### src/rtl/rtx_cmd_rx.sv
// ---------------------------------------------------------------------------
// rtx_cmd_rx -- byte-stream command receiver with a small command FIFO.
//
// Bytes arrive one per in_strobe cycle (while ena is high) and are assembled
// into commands {op, arg0, arg1}:
//   * 0x00              : NOP, discarded
//   * bit7 = 1          : short command, committed at once with args 0x00
//   * otherwise         : opcode, followed by arg0 and arg1
// With RTX_CMD_CSUM_EN defined, 3-byte frames carry a 4th byte that must
// equal op^arg0^arg1. Without it, the CSUM state does not exist and
// err_flags[2] stays 0.
//
// Completed commands are written into a first-word-fall-through FIFO. The
// downstream core pops the head entry with cmd_ready. The pop side keeps
// running even while ena is low.
//
// Parameters:
//   DEPTH   -- FIFO entries (power of 2, 2..16)
//   TIMEOUT -- idle enabled cycles tolerated inside a frame (1..255)
//
// Ports:
//   clk, rst_n          -- clock (rising edge), async active-low reset
//   ena                 -- enables the byte/FSM side
//   in_data, in_strobe  -- incoming byte and its valid strobe
//   err_clr             -- clears the sticky error flags
//   cmd_ready           -- downstream accepts the head command
//   cmd_valid           -- FIFO non-empty
//   cmd_op/arg0/arg1    -- head command fields (0x00 when empty)
//   fifo_level          -- current entry count
//   err_flags           -- sticky {csum, timeout, overflow}
// ---------------------------------------------------------------------------
module rtx_cmd_rx #(
  parameter int DEPTH   = 4,
  parameter int TIMEOUT = 255
) (
  input  logic                   clk,
  input  logic                   rst_n,
  input  logic                   ena,
  input  logic [7:0]             in_data,
  input  logic                   in_strobe,
  input  logic                   err_clr,
  input  logic                   cmd_ready,
  output logic                   cmd_valid,
  output logic [7:0]             cmd_op,
  output logic [7:0]             cmd_arg0,
  output logic [7:0]             cmd_arg1,
  output logic [$clog2(DEPTH):0] fifo_level,
  output logic [2:0]             err_flags
);

  localparam int AW = $clog2(DEPTH);
  localparam int LW = AW + 1;

  localparam logic [AW-1:0] PTR_ONE  = AW'(1);
  localparam logic [LW-1:0] LVL_ONE  = LW'(1);
  localparam logic [LW-1:0] LVL_FULL = LW'(DEPTH);
  localparam logic [7:0]    TO_LAST  = 8'(TIMEOUT - 1);

`ifdef RTX_CMD_CSUM_EN
  typedef enum logic [1:0] {IDLE, ARG0, ARG1, CSUM} state_t;
`else
  typedef enum logic [1:0] {IDLE, ARG0, ARG1} state_t;
`endif

  state_t      state_q, state_d;
  logic [7:0]  cnt_q, cnt_d;
  logic [7:0]  op_q, op_d;
  logic [7:0]  arg0_q, arg0_d;
`ifdef RTX_CMD_CSUM_EN
  logic [7:0]  arg1_q, arg1_d;
`endif

  logic        commit_req;
  logic [23:0] commit_data;
  logic        timeout_evt;
  logic        csum_evt;

  logic [23:0]   mem [DEPTH];
  logic [AW-1:0] wr_ptr, rd_ptr;
  logic          full, pop, push, ovf_evt;

  // -------------------------------------------------------------------------
  // Frame FSM: state and frame registers
  // -------------------------------------------------------------------------
  // NOTE: sequential state uses non-blocking (<=) so every register samples
  // the pre-edge values, independent of statement order.
  always_ff @(posedge clk or negedge rst_n) begin
    if (!rst_n) begin
      state_q <= IDLE;
      cnt_q   <= '0;
      op_q    <= '0;
      arg0_q  <= '0;
`ifdef RTX_CMD_CSUM_EN
      arg1_q  <= '0;
`endif
    end else begin
      state_q <= state_d;
      cnt_q   <= cnt_d;
      op_q    <= op_d;
      arg0_q  <= arg0_d;
`ifdef RTX_CMD_CSUM_EN
      arg1_q  <= arg1_d;
`endif
    end
  end

  // -------------------------------------------------------------------------
  // Frame FSM: next state, commit request, error events
  // -------------------------------------------------------------------------
  always_comb begin
    // NOTE: every output of this block gets a default first, so no path can
    // leave a variable unassigned and infer a latch.
    state_d     = state_q;
    cnt_d       = cnt_q;
    op_d        = op_q;
    arg0_d      = arg0_q;
`ifdef RTX_CMD_CSUM_EN
    arg1_d      = arg1_q;
`endif
    commit_req  = 1'b0;
    commit_data = '0;
    timeout_evt = 1'b0;
    csum_evt    = 1'b0;

    // ena low freezes state and the timeout counter entirely.
    if (ena) begin
      if (in_strobe) begin
        cnt_d = '0;
        case (state_q)
          IDLE: begin
            if (in_data[7]) begin
              commit_req  = 1'b1;
              commit_data = {in_data, 16'h0000};
            end else if (in_data != 8'h00) begin
              op_d    = in_data;
              state_d = ARG0;
            end
          end
          ARG0: begin
            arg0_d  = in_data;
            state_d = ARG1;
          end
          ARG1: begin
`ifdef RTX_CMD_CSUM_EN
            arg1_d  = in_data;
            state_d = CSUM;
`else
            commit_req  = 1'b1;
            commit_data = {op_q, arg0_q, in_data};
            state_d     = IDLE;
`endif
          end
`ifdef RTX_CMD_CSUM_EN
          CSUM: begin
            state_d = IDLE;
            if (in_data == (op_q ^ arg0_q ^ arg1_q)) begin
              commit_req  = 1'b1;
              commit_data = {op_q, arg0_q, arg1_q};
            end else begin
              csum_evt = 1'b1;
            end
          end
`endif
          default: state_d = IDLE;
        endcase
      end else if (state_q != IDLE) begin
        // Idle cycle inside a frame: the TIMEOUT-th one abandons the frame.
        if (cnt_q == TO_LAST) begin
          state_d     = IDLE;
          cnt_d       = '0;
          timeout_evt = 1'b1;
        end else begin
          cnt_d = cnt_q + 8'd1;
        end
      end
    end
  end

  // -------------------------------------------------------------------------
  // Command FIFO
  // -------------------------------------------------------------------------
  assign cmd_valid = (fifo_level != '0);
  assign full      = (fifo_level == LVL_FULL);
  assign pop       = cmd_valid & cmd_ready;
  // A pop in the same cycle frees the slot, so a full FIFO still accepts.
  assign push      = commit_req & (~full | pop);
  assign ovf_evt   = commit_req & full & ~pop;

  // NOTE: the storage array has no reset; emptiness is tracked by fifo_level
  // and the head outputs are gated with cmd_valid, so stale contents are
  // never visible.
  always_ff @(posedge clk) begin
    if (push) begin
      mem[wr_ptr] <= commit_data;
    end
  end

  always_ff @(posedge clk or negedge rst_n) begin
    if (!rst_n) begin
      wr_ptr     <= '0;
      rd_ptr     <= '0;
      fifo_level <= '0;
    end else begin
      // Power-of-2 depth: pointers wrap naturally modulo DEPTH.
      if (push) wr_ptr <= wr_ptr + PTR_ONE;
      if (pop)  rd_ptr <= rd_ptr + PTR_ONE;
      case ({push, pop})
        2'b10:   fifo_level <= fifo_level + LVL_ONE;
        2'b01:   fifo_level <= fifo_level - LVL_ONE;
        default: fifo_level <= fifo_level;
      endcase
    end
  end

  assign {cmd_op, cmd_arg0, cmd_arg1} = cmd_valid ? mem[rd_ptr] : 24'h000000;

  // -------------------------------------------------------------------------
  // Sticky error flags: a new event wins over a simultaneous clear.
  // -------------------------------------------------------------------------
  always_ff @(posedge clk or negedge rst_n) begin
    if (!rst_n) begin
      err_flags <= 3'b000;
    end else begin
      err_flags <= (err_clr ? 3'b000 : err_flags) | {csum_evt, timeout_evt, ovf_evt};
    end
  end

endmodule

### config.mk
export PLATFORM = sky130hd
export DESIGN_NAME = rtx_cmd_rx
export DESIGN_NICKNAME = d
export VERILOG_FILES = /design/src/rtl/rtx_cmd_rx.sv
export SDC_FILE = /design/constraint.sdc
export NUM_CORES = 1
export LEC_CHECK = 0
export BUFFER_PORTS_ARGS = -buffer_cell sky130_fd_sc_hd__buf_2
export CORE_MARGIN = 2
export CORE_UTILIZATION = 39
export CTS_BUF_LIST = sky130_fd_sc_hd__clkbuf_8
export CTS_CLUSTER_DIAMETER = 150
export DETAILED_ROUTE_END_ITERATION = 10
export PLACE_DENSITY = 0.62
export SYNTH_ARGS = -nofsm -noshare
export SYNTH_HDL_FRONTEND = slang
export SYNTH_SLANG_ARGS = --single-unit
export TNS_END_PERCENT = 30
### constraint.sdc
create_clock -name clk -period 5.4 [get_ports clk]
set_clock_uncertainty 0.05 [all_clocks]
set_input_delay 0.54 -clock clk [delete_from_list [all_inputs] [get_ports clk]]
set_output_delay 0.54 -clock clk [all_outputs]
set_load 0.005 [all_outputs]
==> metrics.md <==
| Metric | Value |
|---|---|
| TritonCTS clock tree | yes |
| Average wire length per cell after detail routing | 17.9 um |
| Synthesized cell area | 5580 um2 |
| Max-cap viol count | 0 |
| Routed vias | 3072 |
| Most crowded layer after global routing | met2 |
| Final global-route overflow total | 0 |
| Kind of end point of the critical path | register |
| Crit path launch type | register |
| Post-Route Setup TNS | 0 ps |
| Clock latency at the later pin of the worst-skew pair | 420 ps |
| Critical path fanouts, max | 32 |
| RePlAce Congestion | 0.771 |
| Worst-case reg-to-reg path depth | 5 |
| Worst Hold Class | primary input to asynchronous set/reset pin |
| Number of sinks driven by the clock tree | 130 |
| Post-synthesis sequential area ratio | 0.669 |
| Height of the die | 124 um |
| Layout Area Growth over Synthesis | 15.0% |
| Maximum ir drop on the vdd rail | 246 uV |
| Count of pins on the block boundary | 45 |
| Result of the run | finished, final reports clean |
| Wire length of the first global-routing pass | 16700 um |
| Req. time, crit path | 5460 ps |
| Met1 Resource Use GR | 0.199 |
| Clock root buffer master | sky130_fd_sc_hd__clkbuf_8 |
| Endpoint of the lowest-slack register-to-register path | mem[2][3] |
| Total power draw | 3.04 mW |
| Number of standard cells after synthesis | 344 |
| Distinct cell type count of the synthesized netlist | 49 |
| Data arrival time of the critical path | 2970 ps |
| Vias per cell | 5.24 |
| Pre-antenna DRT Iters | 4 |
| Worst-Margin Slew | 1220 ps |
| Leak Pwr | 2.40 nW |
| Nets | 414 |
| Largest net degree at the start of global routing | 35 |
| Net count of the mapped netlist | 365 |
| Period utilization | 0.541 |
| Peak Freq | 0.343 GHz |
| Remaining DRCs | 0 |
| Slew Viols, Final | 0 |
| Number of resized instances in the post-cts repair step | 0 |
| Width of the die | 124 um |
| Number of H-tree levels | 4 |
| Final antenna diode count | 0 |
| Startpoint of the lowest-slack register-to-register path | state_q[1] |
| Share of flip-flops with an asynchronous set or reset after synthesis | 0.262 |
| Count of endpoints failing hold in the final timing report | 0 |
| Syn_area_per_cell | 16.2 um2 |
| Initial drt markers | 152 |
| Antenna-violating nets left | 0 |
| Setup slack of the worst register-to-register path | 2480 ps |
| Grt met2 use | 0.246 |
| Met3 track utilization from global routing | 0.0412 |
| Total CTS buffers | 17 |
| Total of endpoints with negative setup slack in the final report | 0 |
| Hold bufs inserted after CTS | 0 |
| # Post-CTS Setup Buffers | 0 |
| Post-DP HPWL | 6760 um |
| Number of fill cells in the layout | 1203 |
| Longest Clk Path Bufs | 2 |
| Crit Path Category | register to register |
| Clock Pin Slew Worst Setup and Hold Paths | 70 ps |
| Rel. slew slack | 0.190 |
| Setup repair after global routing missed its margin | false |
| Most used DFF post-synth | sky130_fd_sc_hd__edfxtp_1 |
| Synthesis-stage register bit count | 130 |
| Effective utilization at floorplan | 0.400 |
| Antenna violations before repair | 0 |
| Number of enable-type register cells in the synthesized netlist | 96 |
| Synth warn | 0 |
| GR Util All Layers | 0.150 |
| Die Area | 15300 um2 |
| Port-buffer cells | 43 |
| Total wire length after detailed routing | 10500 um |
| Cell row count | 43 |
| Share of cells above drive strength 1 | 0.303 |
| Cell area power density | 474 nW/um2 |
| Clock period minus final worst setup slack | 2920 ps |
| Number of global-route vias before repair | 3034 |
| Core Area | 13900 um2 |
through the flow:
| step | setup slack (ps) | utilization | cell area [um2] | std cells | hold slack (ps) |
|---|---|---|---|---|---|
| detailed placement | 2540 | 0.428 | 5970 | 554 | 428 |
| floorplan | 2980 | - | 5580 | 344 | 194 |
| finish | 2480 | 0.460 | 6420 | 586 | 139 |
| CTS | 2440 | 0.460 | 6420 | 586 | 144 |
| global route | 2260 | 0.460 | 6420 | 586 | 188 |
| global placement | 2630 | 0.428 | 5970 | 554 | 415 |
cells in the mapped netlist (all sizes together), types with 4 or more instances:
library cell  count  area [um2]
a22oi             6        45.0
and2             28         175
and3             17         106
buf               7        50.1
clkbuf           11        41.3
dfrtp            34         851
edfxtp           96        2880
ha                6        75.1
inv               6        22.5
mux2             15         169
mux4             24         541
nand2             7        26.3
nand3             4        20.0
nor2             26        97.6
o21ai             4        20.0
xnor2             7        61.3
cells in the final DEF (no fill, tap or decap), types with 3 or more instances in the layout:
| cell | synthesis | final |
|---|---|---|
| sky130_fd_sc_hd__a21oi_1 | 3 | 3 |
| sky130_fd_sc_hd__a22oi_1 | 6 | 6 |
| sky130_fd_sc_hd__and2_1 | 28 | 28 |
| sky130_fd_sc_hd__and3_1 | 17 | 17 |
| sky130_fd_sc_hd__buf_2 | 4 | 43 |
| sky130_fd_sc_hd__buf_4 | 1 | 5 |
| sky130_fd_sc_hd__bufinv_16 | 0 | 5 |
| sky130_fd_sc_hd__clkbuf_8 | 0 | 17 |
| sky130_fd_sc_hd__clkinvlp_4 | 0 | 3 |
| sky130_fd_sc_hd__dfrtp_1 | 34 | 34 |
| sky130_fd_sc_hd__edfxtp_1 | 96 | 96 |
| sky130_fd_sc_hd__ha_1 | 6 | 6 |
| sky130_fd_sc_hd__inv_1 | 6 | 8 |
| sky130_fd_sc_hd__mux2_2 | 15 | 15 |
| sky130_fd_sc_hd__mux4_2 | 24 | 24 |
| sky130_fd_sc_hd__nand2_1 | 7 | 7 |
| sky130_fd_sc_hd__nand3_1 | 4 | 4 |
| sky130_fd_sc_hd__nand4_1 | 3 | 3 |
| sky130_fd_sc_hd__nor2_1 | 26 | 26 |
| sky130_fd_sc_hd__nor3_1 | 3 | 3 |
| sky130_fd_sc_hd__o21ai_0 | 4 | 4 |
| sky130_fd_sc_hd__or3_1 | 3 | 3 |
| sky130_fd_sc_hd__xnor2_1 | 7 | 7 |
routing by layer:
layer	part of all wire	vias to the layer above	routed length [um]
met5	0	-	0
met4	0.0097	0	102
met3	0.045	10	472
met2	0.51	67	5340
met1	0.44	1564	4590
li1	-	1431	-
critical path, cell delays in order (launching register included):
cell and delay (ps):
sky130_fd_sc_hd__dfrtp_1 900, sky130_fd_sc_hd__nor2_1 270, sky130_fd_sc_hd__or2_2 390, sky130_fd_sc_hd__a31oi_4 230, sky130_fd_sc_hd__and2_1 400, sky130_fd_sc_hd__buf_4 350
worst max-delay path by stage:
stage                  startpoint       endpoint  slack (ps)
floorplan                     ena      mem[0][0]        2980
global placement    fifo_level[2]  fifo_level[2]        2630
detailed placement     state_q[1]     mem[2][13]        2540
CTS                     rd_ptr[1]    cmd_arg1[2]        2440
global route           state_q[1]      mem[2][4]        2260
finish                 state_q[1]      mem[2][3]        2480
registers in the layout, indices dropped and copies added (netlist names), 3 cells and up:
name	count
op_q	7
mem	96
cnt_q	8
arg0_q	8
fifo_level	3
where the power goes:
| group | total, mW | internal, mW | switching [mW] |
|---|---|---|---|
| clock | 0.916 | 0.546 | 0.370 |
| combinational | 0.784 | 0.436 | 0.348 |
| sequential | 1.34 | 1.21 | 0.136 |
logic make-up (layout without fill, tap and decap cells):
logic type                 count (synthesis)  count (layout)  share of synthesized area
other                                      1               1                   0.000672
DFF                                      130             130                      0.669
adders and majority gates                  7               7                     0.0170
buffers and inverters                     24              86                     0.0204
and+or+nand+nor                          103             103                      0.105
AOI/OAI and AO/OA                         31              31                     0.0462
xor gates and xnor gates                   9               9                     0.0141
muxes                                     39              39                      0.127
cell type report:
type / count / area, um2 / area share
clock buffer: 17 / 234 / 0.0365
clock inverter: 15 / 215 / 0.0335
inverter: 6 / 22.5 / 0.00351
multi-input combinational: 190 / 1730 / 0.270
sequential: 130 / 3730 / 0.582
tap: 180 / 225 / 0.0351
timing repair buffer: 48 / 253 / 0.0394
Note: power is estimated with default switching activity, not from simulation.
